<file path="src/rtl/pe_set_ifmap_loader.sv">
// Streams P*Q ifmap words per PE set into NUM_SETS scratchpads; write path is 1 cycle after accept.
// Backpressure: in_ready only while loading; in_valid gaps simply hold counters.
module pe_set_ifmap_loader #(
  parameter int DATA_W   = 16,
  parameter int P        = 3,
  parameter int Q        = 4,
  parameter int NUM_SETS = 4,
  localparam int LOAD_N  = P * Q,
  localparam int CNT_W   = (LOAD_N > 1) ? $clog2(LOAD_N) : 1,
  localparam int SET_W   = (NUM_SETS > 1) ? $clog2(NUM_SETS) : 1
) (
  input  logic                clk,
  input  logic                rst,
  input  logic                start,
  input  logic [DATA_W-1:0]   in_data,
  input  logic                in_valid,
  output logic                in_ready,
  output logic [DATA_W-1:0]   ifmap_wdata,
  output logic [CNT_W-1:0]    ifmap_waddr,
  output logic [NUM_SETS-1:0] ifmap_we,
  output logic [SET_W-1:0]    set_idx,
  output logic                set_done,
  output logic                busy,
  output logic                done
);

  typedef enum logic [1:0] {IDLE, LOAD, DONE} state_t;

  localparam logic [CNT_W-1:0] CNT_LAST = CNT_W'(LOAD_N - 1);
  localparam logic [SET_W-1:0] SET_LAST = SET_W'(NUM_SETS - 1);

  state_t           state, state_nxt;
  logic [CNT_W-1:0] cnt;
  logic             drain;
  logic             accept;
  logic             last_word;
  logic             last_set;

  // drain marks the cycle the final write is on the outputs, so done lands one cycle later
  assign in_ready  = (state == LOAD) && !drain;
  assign accept    = in_valid && in_ready;
  assign last_word = (cnt == CNT_LAST);
  assign last_set  = (set_idx == SET_LAST);
  assign busy      = (state == LOAD);
  assign done      = (state == DONE);

  always_comb begin
    state_nxt = state;
    case (state)
      IDLE:    if (start) state_nxt = LOAD;
      LOAD:    if (drain) state_nxt = DONE;
      DONE:    state_nxt = IDLE;
      default: state_nxt = IDLE;
    endcase
  end

  always_ff @(posedge clk) begin
    if (rst) begin
      state       <= IDLE;
      cnt         <= '0;
      set_idx     <= '0;
      drain       <= 1'b0;
      ifmap_we    <= '0;
      ifmap_waddr <= '0;
      ifmap_wdata <= '0;
      set_done    <= 1'b0;
    end else begin
      state    <= state_nxt;
      ifmap_we <= '0;
      set_done <= 1'b0;
      if (state != LOAD) begin
        cnt     <= '0;
        set_idx <= '0;
        drain   <= 1'b0;
      end else if (accept) begin
        ifmap_we    <= NUM_SETS'(1) << set_idx;
        ifmap_waddr <= cnt;
        ifmap_wdata <= in_data;
        set_done    <= last_word;
        if (last_word) begin
          cnt <= '0;
          if (last_set) drain   <= 1'b1;
          else          set_idx <= set_idx + SET_W'(1);
        end else begin
          cnt <= cnt + CNT_W'(1);
        end
      end
    end
  end

endmodule

</file>
<file path="config.mk">
export PLATFORM = sky130hd
export DESIGN_NAME = pe_set_ifmap_loader
export DESIGN_NICKNAME = d
export VERILOG_FILES = /design/src/rtl/pe_set_ifmap_loader.sv
export SDC_FILE = /design/constraint.sdc
export NUM_CORES = 1
export LEC_CHECK = 0
export CAP_MARGIN = 30
export CORE_MARGIN = 1.5
export CORE_UTILIZATION = 42
export CTS_CLUSTER_SIZE = 16
export DETAILED_ROUTE_END_ITERATION = 6
export HOLD_SLACK_MARGIN = 0.1
export MAX_ROUTING_LAYER = met4
export PLACE_DENSITY = 0.78
export SLEW_MARGIN = 10
export SYNTH_ARGS = -nofsm -noshare
export SYNTH_HDL_FRONTEND = slang
export SYNTH_SLANG_ARGS = --single-unit
export TNS_END_PERCENT = 10
</file>
<file path="constraint.sdc">
create_clock -name clk -period 1.7 [get_ports clk]
set_clock_uncertainty 0.15 [all_clocks]
set_input_delay 0.17 -clock clk [delete_from_list [all_inputs] [get_ports clk]]
set_output_delay 0.17 -clock clk [all_outputs]
set_load 0.05 [all_outputs]
</file>
-- After elaboration in Yosys (flattened, before gate mapping)
Cells that the tools add are included.
- bits in registers: 34
- output and inout bits: 30
- input port bits: 20
- logic and storage cells: 35
- shift operators: 1
- equality and inequality tests: 7
- reductions and logical operators: 10
- muxes and demuxes: 4
- bitwise gates (word level): 3
- $add $sub $neg: 2
- operator list (cell ; number):
    3-bit AND reduction ; 2
    4-bit by 1-bit adder with 4-bit output, second input constant ; 1
    2-bit == test, second input constant ; 2
    4-bit == test, second input constant ; 1
    2-bit two-way mux ; 2
    4-bit two-way mux ; 1
    2-bit by 1-bit != test with 1-bit output, second input constant ; 2
    2-bit case mux with 2 select lines ; 1
    2-bit AND reduction ; 2
    1-bit by 2-bit << shifter with 4-bit output, first input constant ; 1
    1-bit NOT ; 3
    3-bit OR reduction ; 1
    2-bit by 1-bit adder with 2-bit output, second input constant ; 1
    2-bit by 1-bit == test with 1-bit output, second input constant ; 1
    1-bit logical AND ; 2
    2-bit logical NOT ; 1
    2-bit != test, second input constant ; 1
    2-bit OR reduction ; 1
    1-bit logical NOT ; 1

-- Longest topological paths before layout
Gate-level depths: netlist (run 1).
- depth in word-level cells: 5
- depth in mapped cells: 5
- mapped depth without buffers: 4

-- Least setup slack after synthesis (run 1)
No wires, ideal clock.
- path kind: register -> output
- start point: reg state[0]
- end point: out in_ready
- buffers on the path: 0
- path slack: -316 ps
- arrival time: 1696 ps
- required time: 1380 ps
- stages on the path, launching flop included: 3
- cell sequence: dfxtp_1 -> nor2b_1 -> and2_1
- longest elaborated chain between the ends: 2
- ends and longest elaborated chain (element ; RTL line ; text):
    start, declared ; 32 ; state_t state, state_nxt;
    start signal, assigned ; 68 ; state <= state_nxt;
    2-bit by 1-bit == test with 1-bit output ; n/a ;
    named net busy ; 23 ; output logic busy,
    1-bit logical AND ; 40 ; assign in_ready = (state == LOAD) && !drain;
    end, declared ; 17 ; output logic in_ready,
The timed path passes the listed nets, and every way through them passes these cells.

-- Worst setup path in the final report (run 1)
- start point: reg state[0]
- end point: out in_ready
- longest elaborated chain between the ends: 2
- ends and longest elaborated chain (element ; RTL line):
    2-bit by 1-bit == test with 1-bit output ; 40
    1-bit logical AND ; 40
Every way passes these cells.

==> results of run 1 <==
sequential cells by signal (all words and copies together) (netlist names):
name,cells
cnt,4
drain,1
ifmap_waddr,4
ifmap_wdata,16
ifmap_we,4
set_done,1
set_idx,2
state,2
how the worst max path moves through the flow:
| stage | start | endpoint | slack (ns) | depth (start not counted) |
|---|---|---|---|---|
| floorplan | set_idx[0]$_SDFFE_PP0P_ | set_idx[0]$_SDFFE_PP0P_ | 0.03 | 3 |
| CTS | state[0]$_SDFFE_PP0P_ | in_ready | 0.03 | 4 |
| detailed placement | in_valid | cnt[0]$_SDFFE_PP0N_ | -0.20 | 5 |
| global route | state[0]$_SDFFE_PP0P_ | in_ready | 0.005 | 4 |
| global placement | in_valid | cnt[3]$_SDFFE_PP0N_ | -0.11 | 4 |
| finish | state[0]$_SDFFE_PP0P_ | in_ready | 0.07 | 4 |
repair_timing:
item / in CTS / in global routing
buffers inserted: 0 / 0
resized for setup: 0 / 2
endpoints found under the setup margin: 0 / 3
through the flow:
| step | hold slack [ns] | power [mW] | setup TNS, ns | std cells | setup WS, ns |
|---|---|---|---|---|---|
| floorplan | 0.156 | 0.970 | 0 | 148 | 0.0257 |
| global placement | 0.293 | 1.08 | -0.296 | 228 | -0.112 |
| detailed placement | 0.301 | 1.08 | -0.668 | 228 | -0.196 |
| CTS | 0.216 | 1.48 | 0 | 235 | 0.0255 |
| global route | 0.220 | 1.53 | 0 | 235 | 0.00473 |
| finish | 0.235 | 1.46 | 0 | 235 | 0.0689 |
worst reg2reg max path, stage by stage (launching register included):
cell       delay [ns]
dfxtp_1          0.36
nand4bb_2        0.32
buf_4            0.24
or3_1            0.35
a21oi_1          0.12
cell usage in the layout (no fill, tap or decap), types with 2 or more instances in the layout:
cell type,count
clkbuf_1,2
clkdlybuf4s50_1,19
a21oi_1,26
clkbuf_4,5
nand2_1,44
o21ai_0,2
dfxtp_1,34
ha_1,2
nor4b_1,2
inv_1,2
buf_4,38
nor2_1,2
o31ai_1,2
nand3_1,2
nor3_1,2
buf_12,3
or4_1,2
kinds of logic (layout without fill, tap and decap cells):
family | after synthesis | after routing
AOI/OAI and AO/OA | 31 | 31
adders and majority gates | 2 | 2
buffers and inverters | 13 | 69
DFF | 34 | 34
muxes | 1 | 1
and+or+nand+nor | 67 | 67
cell usage after synthesis:
cell       number  share of area, %
nand2_1        44                13
dfxtp_1        34                54
a21oi_1        26                10
clkbuf_1        8               2.4
buf_2           2              0.80
ha_1            2               2.0
inv_1           2              0.60
nand3_1         2              0.80
nor2_1          2              0.60
nor2b_1         2              0.99
nor3_1          2              0.80
nor4b_1         2               1.4
o21ai_0         2              0.80
o31ai_1         2               1.2
or4_1           2               1.2
a31oi_1         1              0.50
and2_1          1              0.50
and3b_1         1              0.70
and4b_1         1              0.80
clkbuf_2        1              0.40
mux2i_1         1              0.80
nand2b_1        1              0.50
nand3b_1        1              0.60
nand4b_1        1              0.70
nand4bb_1       1              0.89
nor4_1          1              0.50
nor4bb_1        1              0.80
or3_1           1              0.50
or4b_1          1              0.80
routing by layer:
metal  GRT usage (%)  routed length [um]
met5               -                   0
met4            7.97                  40
met3            6.03                 128
met2            33.1                1500
met1            21.9                1210
power breakdown:
| part | internal (mW) | switching, mW | leakage, nW |
|---|---|---|---|
| combinational | 0.107 | 0.135 | 0.438 |
| sequential | 0.815 | 0.00975 | 0.276 |
| clock | 0.156 | 0.236 | 0.0254 |
layout make-up:
type                            count  area [sq um]  area share (%)
Tap cell                           31          38.8            2.08
Timing Repair Buffer               60           536            28.7
Inverter                            2          7.51           0.403
Sequential cell                    34           681            36.5
Multi-Input combinational cell    101           556            29.8
Clock buffer                        7          45.0            2.42
==> results.sh, run 1 <==
export IMPL_fillers=241
export IMPL_die_w_um=57.7
export IMPL_max_freq_mhz=613
export IMPL_crit_fanout=4
export IMPL_critPathKind="register to output port"
export IMPL_hold_path_depth=3
export IMPL_synth_distinct_cells=29
export IMPL_period_needed_ns=1.63
export IMPL_whs_endpoint="ifmap_wdata[0]$_SDFFE_PP0P_"
export IMPL_syn_inst=148
export IMPL_die_h_um=57.7
export IMPL_setup_viol=0
export IMPL_r2r_end="cnt[0]$_SDFFE_PP0N_"
export IMPL_timing_rr_start="drain$_SDFFE_PP0P_"
export IMPL_routabilityCongestion=0.806
export IMPL_drive_above_1_share_pct=24.5
export IMPL_hpwl_um=2190
export IMPL_hold_viol_final=0
export IMPL_synth_compound_area_share_pct=12.8
export IMPL_mappedNetlistNets=170
export IMPL_postCtsHoldBufs=0
export IMPL_status="finished with violations"
export IMPL_pin_count=50
export IMPL_cap_violations=0
export IMPL_dieArea_sq_um=3330
export IMPL_netlist_area_sq_um=1260
export IMPL_synth_xor_area_share_pct=0
export IMPL_critPathSlowestCell="dfxtp_1"
export IMPL_fin_util_pct=66.4
export IMPL_ff2ff_path_depth=4
export IMPL_synthAdderAreaFrac_pct=1.99
export IMPL_wl_um=2880
export IMPL_startpoint_type="register"
export IMPL_timing_final_crit_share_pct=95.9
export IMPL_synthMuxAreaShare_pct=0.795
export IMPL_hold_path_class="input pin to register"
export IMPL_critPathTopFamily="flip-flops"
export IMPL_synthSimpleGateAreaFrac_pct=26.1
export IMPL_fin_nets=226
export IMPL_cts_sink_count=34
export IMPL_max_stage_delay_ns=0.37
export IMPL_endpoint_kind="output port"
export IMPL_cp_arrival_ns=1.31
export IMPL_drt_vias_per_instance=5.09
export IMPL_ys_warn_count=0
export IMPL_worstPathCellList="buf_4 > nor2b_4 > and2_4 > buf_12"
export IMPL_grt_max_degree=16
export IMPL_synth_top_family_by_area="simple AND/OR/NAND/NOR gates"
export IMPL_powerDensity_nw_per_um2=783
export IMPL_fp_coreArea_sq_um=2810
export IMPL_root_buffer="clkbuf_4"
export IMPL_antennaDiodeCount=0
export IMPL_dr_pass1_iters=6
export IMPL_fin_area_sq_um=1860
export IMPL_cts_inserted_buffers=5
export IMPL_avgRoutedWirePerCell_um=12.2
export IMPL_seq_area_frac_synth_pct=54.1
export IMPL_slew_violations=0
export IMPL_worstMarginPinSlew_ns=0.330
export IMPL_dr_total_vias=1197
export IMPL_grt_overflow=0
export IMPL_antenna_found_initial=0
export IMPL_drcViolationCount=6
export IMPL_violations="design-rule violations"
export IMPL_synth_area_per_cell_sq_um=8.50
export IMPL_track_usage_pct=19.8
export IMPL_grt_pass1_vias=1188
export IMPL_p_leak_nw=0.739
export IMPL_r2r_setup_slack_ns=0.09
export IMPL_area_growth_pct=48.0
export IMPL_worstPathRequired_ns=1.38
export IMPL_hold_start="in_data[0]"
export IMPL_clock_latency_ns=0.32
export IMPL_grt_setup_unrepaired="no"
export IMPL_cts_tree="done"
export IMPL_cts_htree_levels=2
export IMPL_ys_ff_latch=34
export IMPL_start_util_pct=44.9
export IMPL_cts_clk_slew_worst_paths_ns=0.09
export IMPL_slew_headroom_pct=78.0
export IMPL_ir_drop_uv=626
export IMPL_io_buffers=49
export IMPL_detailed_place_area_sq_um=1810
export IMPL_grt_pass1_wl_um=4910
export IMPL_ant_nets=0
export IMPL_std_cell_rows=19
export IMPL_critPathBufInv=2
export IMPL_drt_initial_drc_count=39
export IMPL_ctsLongestPathBuffers=2
No activity file was read; power rests on OpenSTA's default activity.
==> run 2: changes to the inputs <==
--- a/config.mk
+++ b/config.mk
@@ -5,7 +5,7 @@
 export SDC_FILE = /design/constraint.sdc
 export NUM_CORES = 1
 export LEC_CHECK = 0
-export CAP_MARGIN = 30
+export CAP_MARGIN = 0
 export CORE_MARGIN = 1.5
 export CORE_UTILIZATION = 42
 export CTS_CLUSTER_SIZE = 16
==> results of run 2 <==
Final layout, timing and power as in run 1 (identical DEF).
